===== src/rtl/mips_pkg.sv =====
// Shared constants for the instruction-fetch side: word width, memory defaults
// and the program-load sequencer state encoding.
package mips_pkg;

  localparam int               LEN                    = 32;
  localparam int               DEFAULT_DEPTH          = 2048;
  localparam int               DEFAULT_ADDR_W         = 11;
  localparam logic [LEN-1:0]   DEFAULT_HALT_WORD      = 32'hFFFF_FFFF;
  localparam int               DEFAULT_TIMEOUT_CYCLES = 1_000_000;

  typedef enum logic [2:0] {
    ST_LOAD  = 3'd0,
    ST_WRITE = 3'd1,
    ST_READY = 3'd2,
    ST_RUN   = 3'd3,
    ST_STEP  = 3'd4,
    ST_DONE  = 3'd5
  } state_t;

endpackage


===== src/rtl/byte_word_assembler.sv =====
// Collects four bytes MSB-first into one instruction word and flags the byte
// that completes it.
module byte_word_assembler
  import mips_pkg::*;
(
  input  logic           i_clk,
  input  logic           i_rst,
  input  logic           i_clear,
  input  logic           i_accept,
  input  logic [7:0]     i_byte,
  output logic [LEN-1:0] o_word,
  output logic           o_word_done,
  output logic           o_partial
);

  logic [1:0] byte_idx;

  // NOTE: sequential state uses non-blocking assignments so every register
  // samples pre-edge values, independent of block ordering.
  always_ff @(posedge i_clk) begin
    if (!i_rst)        byte_idx <= '0;
    else if (i_clear)  byte_idx <= '0;
    else if (i_accept) byte_idx <= byte_idx + 2'd1;
  end

  // NOTE: the shift register is pure datapath and has no reset; byte_idx alone
  // decides when its contents are meaningful.
  always_ff @(posedge i_clk) begin
    if (i_accept) o_word <= {o_word[LEN-9:0], i_byte};
  end

  assign o_word_done = i_accept && (byte_idx == 2'd3);
  assign o_partial   = (byte_idx != 2'd0);

endmodule


===== src/rtl/program_load_ctrl.sv =====
// Loads a byte-streamed program into instruction memory, then gates the pipeline
// in run / single-step mode until HALT. Optional macro: PROGRAM_LOAD_TIMEOUT_EN.
module program_load_ctrl
  import mips_pkg::*;
#(
  parameter int             RAM_DEPTH_PROGRAM = DEFAULT_DEPTH,
  parameter int             ADDR_W            = DEFAULT_ADDR_W,
  parameter logic [LEN-1:0] HALT_WORD         = DEFAULT_HALT_WORD,
  parameter int             TIMEOUT_CYCLES    = DEFAULT_TIMEOUT_CYCLES
) (
  input  logic              i_clk,
  input  logic              i_rst,
  input  logic [7:0]        i_rx_data,
  input  logic              i_rx_valid,
  output logic              o_rx_ready,
  input  logic              i_cmd_run,
  input  logic              i_cmd_step,
  input  logic              i_cmd_load,
  input  logic              i_halt_seen,
  output logic              o_mem_wea,
  output logic [ADDR_W-1:0] o_mem_addr,
  output logic [LEN-1:0]    o_mem_data,
  output logic              o_pipe_en,
  output logic              o_pipe_rst,
  output logic [ADDR_W:0]   o_word_count,
  output logic              o_overflow,
  output logic [31:0]       o_cycle_count,
  output logic [2:0]        o_state
);

  state_t         state, state_nxt;
  logic           accept, word_done, partial, load_restart, timeout_flush;
  logic [LEN-1:0] word;
  logic           last_addr;

  assign accept       = i_rx_valid && (state == ST_LOAD);
  assign load_restart = (state == ST_DONE) && i_cmd_load;
  assign last_addr    = (o_word_count[ADDR_W-1:0] == ADDR_W'(RAM_DEPTH_PROGRAM - 1));

  byte_word_assembler u_asm (
    .i_clk       (i_clk),
    .i_rst       (i_rst),
    .i_clear     (load_restart || timeout_flush),
    .i_accept    (accept),
    .i_byte      (i_rx_data),
    .o_word      (word),
    .o_word_done (word_done),
    .o_partial   (partial)
  );

`ifdef PROGRAM_LOAD_TIMEOUT_EN
  logic [31:0] idle_cnt;

  assign timeout_flush = (state == ST_LOAD) && partial && !accept &&
                         (idle_cnt == 32'(TIMEOUT_CYCLES - 1));

  always_ff @(posedge i_clk) begin
    if (!i_rst)
      idle_cnt <= '0;
    else if ((state != ST_LOAD) || !partial || accept || timeout_flush)
      idle_cnt <= '0;
    else
      idle_cnt <= idle_cnt + 32'd1;
  end
`else
  logic timeout_unused;
  assign timeout_flush  = 1'b0;
  assign timeout_unused = ^{32'(TIMEOUT_CYCLES), partial};
`endif

  always_ff @(posedge i_clk) begin
    if (!i_rst) state <= ST_LOAD;
    else        state <= state_nxt;
  end

  // NOTE: next-state defaults to the current state before the case so no path
  // leaves state_nxt unassigned (which would infer a latch).
  always_comb begin
    state_nxt = state;
    case (state)
      ST_LOAD:  if (word_done) state_nxt = ST_WRITE;
      ST_WRITE: state_nxt = ((word == HALT_WORD) || last_addr) ? ST_READY : ST_LOAD;
      ST_READY: begin
        if (i_cmd_run)       state_nxt = ST_RUN;
        else if (i_cmd_step) state_nxt = ST_STEP;
      end
      ST_RUN:   if (i_halt_seen) state_nxt = ST_DONE;
      ST_STEP:  state_nxt = i_halt_seen ? ST_DONE : ST_READY;
      ST_DONE:  if (i_cmd_load) state_nxt = ST_LOAD;
      default:  state_nxt = ST_LOAD;
    endcase
  end

  assign o_rx_ready = (state == ST_LOAD);
  assign o_mem_wea  = (state == ST_WRITE);
  assign o_mem_addr = o_word_count[ADDR_W-1:0];
  assign o_mem_data = word;
  assign o_pipe_en  = (state == ST_RUN) || (state == ST_STEP);
  assign o_pipe_rst = (state != ST_LOAD) && (state != ST_WRITE);
  assign o_state    = state;

  // A HALT word landing in the last slot is a complete program, not an overflow.
  always_ff @(posedge i_clk) begin
    if (!i_rst) begin
      o_word_count  <= '0;
      o_overflow    <= 1'b0;
      o_cycle_count <= '0;
    end else if (load_restart) begin
      o_word_count  <= '0;
      o_overflow    <= 1'b0;
      o_cycle_count <= '0;
    end else begin
      if (state == ST_WRITE) begin
        o_word_count <= o_word_count + 1'b1;
        if ((word != HALT_WORD) && last_addr) o_overflow <= 1'b1;
      end
      if (o_pipe_en) o_cycle_count <= o_cycle_count + 32'd1;
    end
  end

endmodule

===== config.mk =====
export PLATFORM = sky130hd
export DESIGN_NAME = program_load_ctrl
export DESIGN_NICKNAME = d
export VERILOG_FILES = /design/src/rtl/mips_pkg.sv /design/src/rtl/byte_word_assembler.sv /design/src/rtl/program_load_ctrl.sv
export SDC_FILE = /design/constraint.sdc
export NUM_CORES = 1
export LEC_CHECK = 0
export CAP_MARGIN = 15
export CORE_ASPECT_RATIO = 1.1
export CORE_MARGIN = 8
export CORE_UTILIZATION = 47
export DETAILED_ROUTE_END_ITERATION = 8
export GPL_TIMING_DRIVEN = 0
export PLACE_DENSITY = 0.9
export SLEW_MARGIN = 20
export SYNTH_ARGS = -nofsm -noshare
export SYNTH_HDL_FRONTEND = slang
export SYNTH_SLANG_ARGS = --single-unit

===== constraint.sdc =====
create_clock -name i_clk -period 2.6 [get_ports i_clk]
set_input_delay 0.65 -clock i_clk [delete_from_list [all_inputs] [get_ports i_clk]]
set_output_delay 0.65 -clock i_clk [all_outputs]
set_load 0.05 [all_outputs]

==> results of run 1 <==
[kinds of logic (layout without fill, tap and decap cells)]
family          Yosys count  after routing  share of synthesized area [%]
flops                    82             82                           54.9
buf+inv                  40            165                           6.48
compound gates           64             64                           11.3
fa+ha+maj                 3              3                           1.05
xor+xnor                 18             18                           4.42
simple gates            131            131                           20.4
mux                       5              5                           1.44
[power groups by stage]
stage	combinational, W	sequential, W	clock [W]
finish	0.000236	0.00140	0.000979
global route	0.000244	0.00140	0.00104
CTS	0.000238	0.00140	0.000992
detailed placement	0.000236	0.00143	0
global placement	0.000232	0.00142	0
floorplan	0.0000363	0.00152	0
[worst max-delay path by stage]
| stage | startpoint | endpoint | slack [ns] | depth (start not counted) |
|---|---|---|---|---|
| 3_3_place_gp | o_state[2] | o_pipe_en | -0.04 | 4 |
| 3_5_place_dp | o_state[1] | o_mem_wea | -0.07 | 5 |
| 5_1_grt | o_state[1] | o_mem_wea | 0.01 | 5 |
| 2_1_floorplan | o_state[0] | u_asm.byte_idx[1] | 0.1 | 6 |
| 6_report | o_state[1] | o_mem_wea | 0.08 | 5 |
| 4_1_cts | o_state[1] | o_pipe_en | 0.03 | 5 |
[sequential cells by signal (all words and copies together) (netlist names)]
signal          count
o_word_count       12
o_cycle_count      32
o_overflow          1
u_asm.byte_idx      2
o_state             3
u_asm.o_word       32
[layout make-up]
cell class	instances	share of cell area, %
tap	87	2.19
clock inverter	7	1.68
buffer	28	3.77
sequential	82	39.4
clock buffer	9	2.49
inverter	12	0.905
multi-input combinational	221	27.8
timing repair buffer	109	21.8
[routing by layer]
metal  vias to the layer above  share of wire (%)  global-route usage (%)
li1                       1512                  -                       -
met1                      1477                 39                    21.0
met2                       134                 52                    34.1
met3                        22                6.3                    4.79
met4                         0                2.5                    9.42
met5                         -                  0                       0
[worst register-to-register path, stage by stage, from the launching register on]
cell      delay (ns)
dfxtp_1         0.45
nand4_1         0.19
or4_1           0.60
clkbuf_1        0.24
nor4_1          0.28
mux2_2          0.38
[timing repair]
action | CTS | global route
setup endpoints to repair | 2 | 2
gates resized for setup | 9 | 3
cloned | 0 | 0
hold endpoints to repair | 0 | 0
[cells in the final DEF (no fill, tap or decap), types with 2 or more instances in the layout]
master	instances
buf_2	4
nand4_1	21
nand3_1	15
and2_1	3
or4_1	16
nor2_1	23
or2_2	3
nor3_1	4
inv_1	11
clkbuf_8	9
a21o_1	2
nand2b_1	3
inv_6	3
clkbuf_1	8
mux2i_1	4
clkdlybuf4s50_1	106
nand2_1	18
or3_1	7
nor4_1	9
xor2_1	3
o21a_1	5
a21oi_1	23
and4_1	3
dfxtp_1	49
o31ai_1	14
a211oi_1	4
buf_4	11
or3b_1	2
buf_6	5
xnor2_1	15
o21ai_0	7
a31oi_1	3
edfxtp_1	32
ha_1	3
[stage by stage]
stage / total power (W) / TNS, ns / util [%] / setup WS [ns] / hold slack (ns)
after floorplan: 0.00156 / 0 / - / 0.0969 / 0.465
after global placement: 0.00165 / -0.0783 / 64.3 / -0.0444 / 0.449
after detailed placement: 0.00166 / -0.112 / 64.3 / -0.0655 / 0.454
after CTS: 0.00263 / 0 / 67.0 / 0.0303 / 0.476
after global routing: 0.00268 / 0 / 67.0 / 0.0131 / 0.491
final: 0.00261 / 0 / 67.0 / 0.0840 / 0.476
==> impl_summary.md, run 1 <==
Outcome
The flow ran to the end, and the final reports show no timing, DRC or antenna violations.

STA
Setup violations remaining at the end of the flow were counted as 0. At the pin with the least slew margin, the transition time is 0.869 ns. Subtracting the final worst setup slack from the clock period gives 2.52 ns. The number of hold violations in the final report came to 0. For the final database, setup skew stands at 0.00824 ns. The fraction of the cycle the final worst path needs is 96.8%. Timing would allow up to 397 MHz. The relative slew slack is 42.1%.

The number of pins with negative max-slew slack in the final report is 0. Setup repair after global routing left no endpoint under its margin.

Global route
The number of global-route vias before repair was 3143. The number of antenna violations at the first check in global routing is 0. For this run, the total global-route usage over all layers was measured as 19.2%.

For this run the aggregate overflow at the end of global routing stands at 0. The first-pass GRT wire length is 16200 um. The pin count of the biggest net entering global routing is 35.

Route
After detailed routing, the number of remaining DRC violations is 0. The routed layout has 3145 vias. The ratio of routed vias to standard cells is 5.67. Once detail routing completed, the nets flagged for antenna violations numbered 0. In the final routed layout, each cell accounts on average for 18.1 um.

After detailed routing, the total wire length is 10100 um. The detailed-routing iteration count for the pre-antenna-repair pass is 5. For this block, the initial DRC count from the detailed router was 142.

Final layout
The growth of design area from synthesis to finish is 39.4%. After routing the design area is 4980 um2. Across the whole layout, storage elements account for 1960 um2. Of the cells placed in the final design, the portion with a size suffix greater than 1 is 9.40%.

The multi-input gate area in the final layout is 1380 um2. Fill cells in the final layout number 569. The number of nets at the end of the flow is 481.

The count of cells in the finished layout, fillers not included, comes to 555. The number of antenna diodes is 0.

Floorplan
Measured along the x axis, the die boundary spans 99.1 um. The standard-cell row count is 33. The core region is 7430 um2.

The die covers 10600 um2. 110 I/O pins were placed. The die is 107 um tall. Once the floorplan was initialized, standard cells occupied 48.0% of the core.

Clock tree
Clock latency on the worst-skew pair, taken at its later pin, is 0.36 ns. The H-tree level count is 3. After clock tree synthesis, the flow added hold-fix buffers numbering 0. The maximum buffer depth of the clock tree is 2. The cell chosen for the clock root is clkbuf_8. The clock sink count is 82. TritonCTS built the clock tree. In this run the post-CTS setup repair buffer count came out at 0. In this run, CTS created clock tree buffers numbering 9. The clock-pin slew on the worst setup and hold paths is 0.09 ns.

Logic synthesis
Sorting the synthesized cells by area gives the leading types as dfxtp_1, edfxtp_1, nand4_1. The synthesized instance count is 343. The async set-or-reset flop fraction in the synthesized netlist is 0%.

The most common flop cell mapped by yosys is dfxtp_1. The unique cell type count in the Yosys netlist is 43. The share of the yosys chip area belonging to registers is 54.9%. After synthesis, the largest area contributor takes up 28.0% of total cell area. The synthesis-stage register bit count is 82. In this run the mean area of a mapped cell was 10.4 um2.

After synthesis the cells add up to 3570 um2. The number of enable-type register cells in the synthesized netlist is 32. The top cell type by total area after synthesis is dfxtp_1.

The most frequent cell after synthesis is dfxtp_1. The number of nets produced by synthesis is 361. The warning count from the yosys run is 0. Ranked by instance count, the synthesized netlist is headed by dfxtp_1, edfxtp_1, a21oi_1, nor2_1, nand4_1.

Worst setup path
The startpoint kind of the worst setup timing path is a flop. The sum of buffers and inverters on the critical path is 4. The endpoint of the worst-slack reg-to-reg timing path is o_cycle_count[27].

The critical path goes through buf_2, or3b_1, clkbuf_1, inv_2, buf_2. Grouping stages by cell kind, the critical path spends the most delay in buffers and inverters. Data on the critical path is required at its endpoint by 1.95 ns. In this run the critical register-to-register path is launched from o_cycle_count[14]. STA puts the critical path data arrival time at 1.87 ns.

The stage delay of the slowest cell on the critical path is 0.36 ns. By instance count, the cell type seen most on the critical path is buf_2. Counting cells, the worst reg-to-reg path comes to 5. The slack of the worst reg-to-reg path is 0.35 ns. On the critical path, the stage with the largest delay is an instance of or3b_1. The critical path start-end classification is flop to primary output.

The type of destination of the critical path is a primary output. Along the worst path, the maximum fanout reaches 10.

Power
The reported net switching power is 0.000699 W. The net switching share of the total power is 26.8%. Sequential cells account for 53.5% of the total power. In this run, the combinational gates consume 9.0% of the power. IR analysis of the VDD net gives a maximum drop of 0.342 mV. The share of power burned in the clock network is 37.5%. The internal power of the cells totals 0.00191 W. The cell leakage power is 1.60 nW. Dividing total power by cell area gives a power density of 524 nW/um2.

Run
Max-cap violations in this run came to 0.

Min path
The worst hold path belongs to the class flop to flop. The startpoint of the worst hold path is o_cycle_count[31]. Along the worst hold path, the cell count comes to 2. The worst min-delay path endpoint is o_cycle_count[31].

Placement
The number of port buffers is 109. The congestion estimate from routability-driven global placement came to 0.822. The total cell area at the placement stage is 4780 um2.

The cell total after placement is 539. Detailed placement ended at an HPWL of 7340 um.
Power figures use the tool's default switching activity.
==> run 2, diff against run 1 <==
- CTS_CLUSTER_SIZE: unset -> 10
- GPL_TIMING_DRIVEN: 0 -> unset
- PLACE_DENSITY: 0.9 -> 0.89
==> run 2 against run 1 <==
- register-to-register slack about the same
- wire length down 7.0%
- cell area shrank 2.8%
- fmax is 1.4% higher
- clock skew up 0.00064 ns
- critical endpoint is now o_rx_ready
==> impl_summary.md, run 2 (same netlist as run 1, synthesis figures left out) <==
Min path
In this run the worst hold path is classified as flop to flop. The number of stages on the worst hold path is 2. The worst hold path terminates at o_cycle_count[31].

The startpoint of the worst hold path is o_cycle_count[31].

Global route
For this run the aggregate overflow at the end of global routing stands at 0. The overall fraction of global-route tracks in use is 17.4%. The first-pass GRT wire length is 14900 um.

The number of antenna violations at the first check in global routing is 0. The number of global-route vias before repair is 2930. The pin count of the biggest net entering global routing is 35.

Final layout
Compared with the post-synthesis result, the final layout area differs by 35.6%. Leaving out fill and tap cells, the most frequent cells in the layout are clkdlybuf4s50_1, dfxtp_1, edfxtp_1, nor2_1, a21oi_1. The fill cell instance count of the final layout is 584.

The final layout contains 458 nets. The number of antenna diodes in the final layout is 0. The fraction of final layout cells with drive strength greater than 1 is 6.74%. The library cell used most frequently in the layout, excluding fill and tap cells, is clkdlybuf4s50_1. The largest registers in the layout are o_cycle_count: 32 flops, u_asm.o_word: 32 flops, o_word_count: 12 flops. The post-route cell area is 4840 um2.

Clock tree
For this design, the CTS-stage hold fixing added 0 buffers. The cell chosen for the clock root is clkbuf_8. The maximum buffer depth of the clock tree is 2. The clock net in this run drives a total of 82 sinks. Gates resized during post-CTS repair numbered 0. After clock tree synthesis, the setup repair step added 0 buffers. TritonCTS built the clock tree. Clock-pin slew was measured on the worst setup and hold paths at 0.08 ns. Buffers inserted during clock tree synthesis total 9. The H-tree level count is 3. Clock latency on the worst-skew pair, taken at its later pin, is 0.34 ns.

Route
The average detailed-routed wire length per instance is 17.6 um. The first-iteration detailed-routing DRC count is 159. The detailed-route DRC error count is 0. Across all layers, the routed design uses 3066 vias. The final layout contains routed wiring with a total length of 9350 um. The detailed-routing iteration count for the pre-antenna-repair pass is 4. The count of nets left with antenna violations once routing finished came out at 0. In the routed layout, each cell is associated on average with a via count of 5.76.

Floorplan
The initial utilization of the core area, before any placement, comes to 48.0%. From left edge to right edge, the die measures 99.1 um. The floorplan has 33 rows. The die outline area is 10600 um2. The total I/O pin count is 110.

The total area inside the core boundary comes to 7430 um2. The die is 107 um tall.

Worst setup path
Data on the critical path arrives at its endpoint at 1.83 ns. Setup slack on the worst reg-to-reg path comes out at 0.36 ns. The critical-path maximum fanout is 11. The worst setup path is captured at a primary output. At the worst endpoint, the required time is 1.95 ns. The worst register-to-register path ends at o_cycle_count[23]. The cell count of the worst reg-to-reg path is 4. The critical path start-end classification is flop to primary output. STA classifies the critical path startpoint as a flop. The worst register-to-register path begins at o_state[2].

STA
The number of pins with negative max-slew slack in the final report is 0. Summed over all failing endpoints, the final setup total negative slack is 0 ns. The worst pin sits at a relative slew slack of 60.8%. For this run, the top clock speed supported by timing is 403 MHz. The pin slew with the least headroom to its limit is 0.587 ns.

The number of hold violations in the final report is 0. Setup violations remaining at the end of the flow were counted as 0. After layout, the worst path uses 95.4% of the clock period. Setup repair after global routing left no endpoint under its margin. The clock period could shrink to 2.48 ns. The post-route clock skew is 0.00888 ns.

Placement
The total cell area at the placement stage is 4660 um2. The number of port buffers is 109. The final weighted congestion in routability-driven placement is 0.822. Detailed placement finished with a half-perimeter wire length of 6950 um.

Power
The internal power is 0.00181 W. The portion of total power attributed to sequential cells is 56.8%. The worst IR drop on VDD is 0.325 mV. The logic gate share of total power is 9.7%. The cell leakage power is 1.50 nW. In this run the power density over the cells is 508 nW/um2. For this design the total switching power over the nets is 0.000655 W.

The net switching share of the total power is 26.6%. The total power is 0.00246 W. The share of power burned in the clock network is 33.6%.

Run
Across the run, the number of max-cap violations was 0.

Outcome
The run finished with clean final reports.
## run 2: area by class of cell
type | count | area (um2) | share of cell area, %
clock inverter | 7 | 53.8 | 1.11
inverter | 12 | 45.0 | 0.930
timing repair buffer | 114 | 1160 | 24.0
tap | 87 | 109 | 2.25
multi-input combinational | 221 | 1390 | 28.6
sequential | 82 | 1960 | 40.5
clock buffer | 9 | 124 | 2.56
## run 2: worst max-delay path, cell delays in order (launching register included)
cell and delay [ns]:
dfxtp_1 0.41, nor3_2 0.23, clkdlybuf4s50_1 0.85
## run 2: layer usage
layer  vias up  track usage (%)  wire length [um]
met5         -                0                 0
met4         0             6.28               124
met3        11             5.05               581
met2       110             31.3              4950
met1      1482             18.9              3700
li1       1463                -                 -
## run 2: per-stage QoR
step           hold slack [ns]  setup slack, ns  util [%]  instances
2_1_floorplan            0.465           0.0969         -        343
3_3_place_gp             0.459            0.453      62.7        516
5_1_grt                  0.507           0.0529      65.1        532
3_5_place_dp             0.464            0.381      62.7        516
6_report                 0.487            0.119      65.1        532
4_1_cts                  0.489           0.0783      65.1        532
## run 2: how the worst max path moves through the flow
| stage | startpoint | endpoint | cells past startpoint | slack [ns] |
|---|---|---|---|---|
| after floorplan | o_state[0] | u_asm.byte_idx[1] | 6 | 0.1 |
| after global placement | o_state[2] | o_cycle_count[19] | 4 | 0.45 |
| after detailed placement | o_state[2] | o_cycle_count[23] | 4 | 0.38 |
| after CTS | o_state[0] | o_rx_ready | 2 | 0.08 |
| after global routing | o_state[1] | o_pipe_rst | 2 | 0.05 |
| final | o_state[0] | o_rx_ready | 2 | 0.12 |
## run 2: power by group through the flow
| stage | combinational, W | clock (W) | sequential (W) |
|---|---|---|---|
| finish | 0.000238 | 0.000826 | 0.00140 |
| global route | 0.000246 | 0.000894 | 0.00140 |
| CTS | 0.000240 | 0.000848 | 0.00140 |
| detailed placement | 0.000240 | 0 | 0.00143 |
| global placement | 0.000236 | 0 | 0.00142 |
| floorplan | 0.0000363 | 0 | 0.00152 |
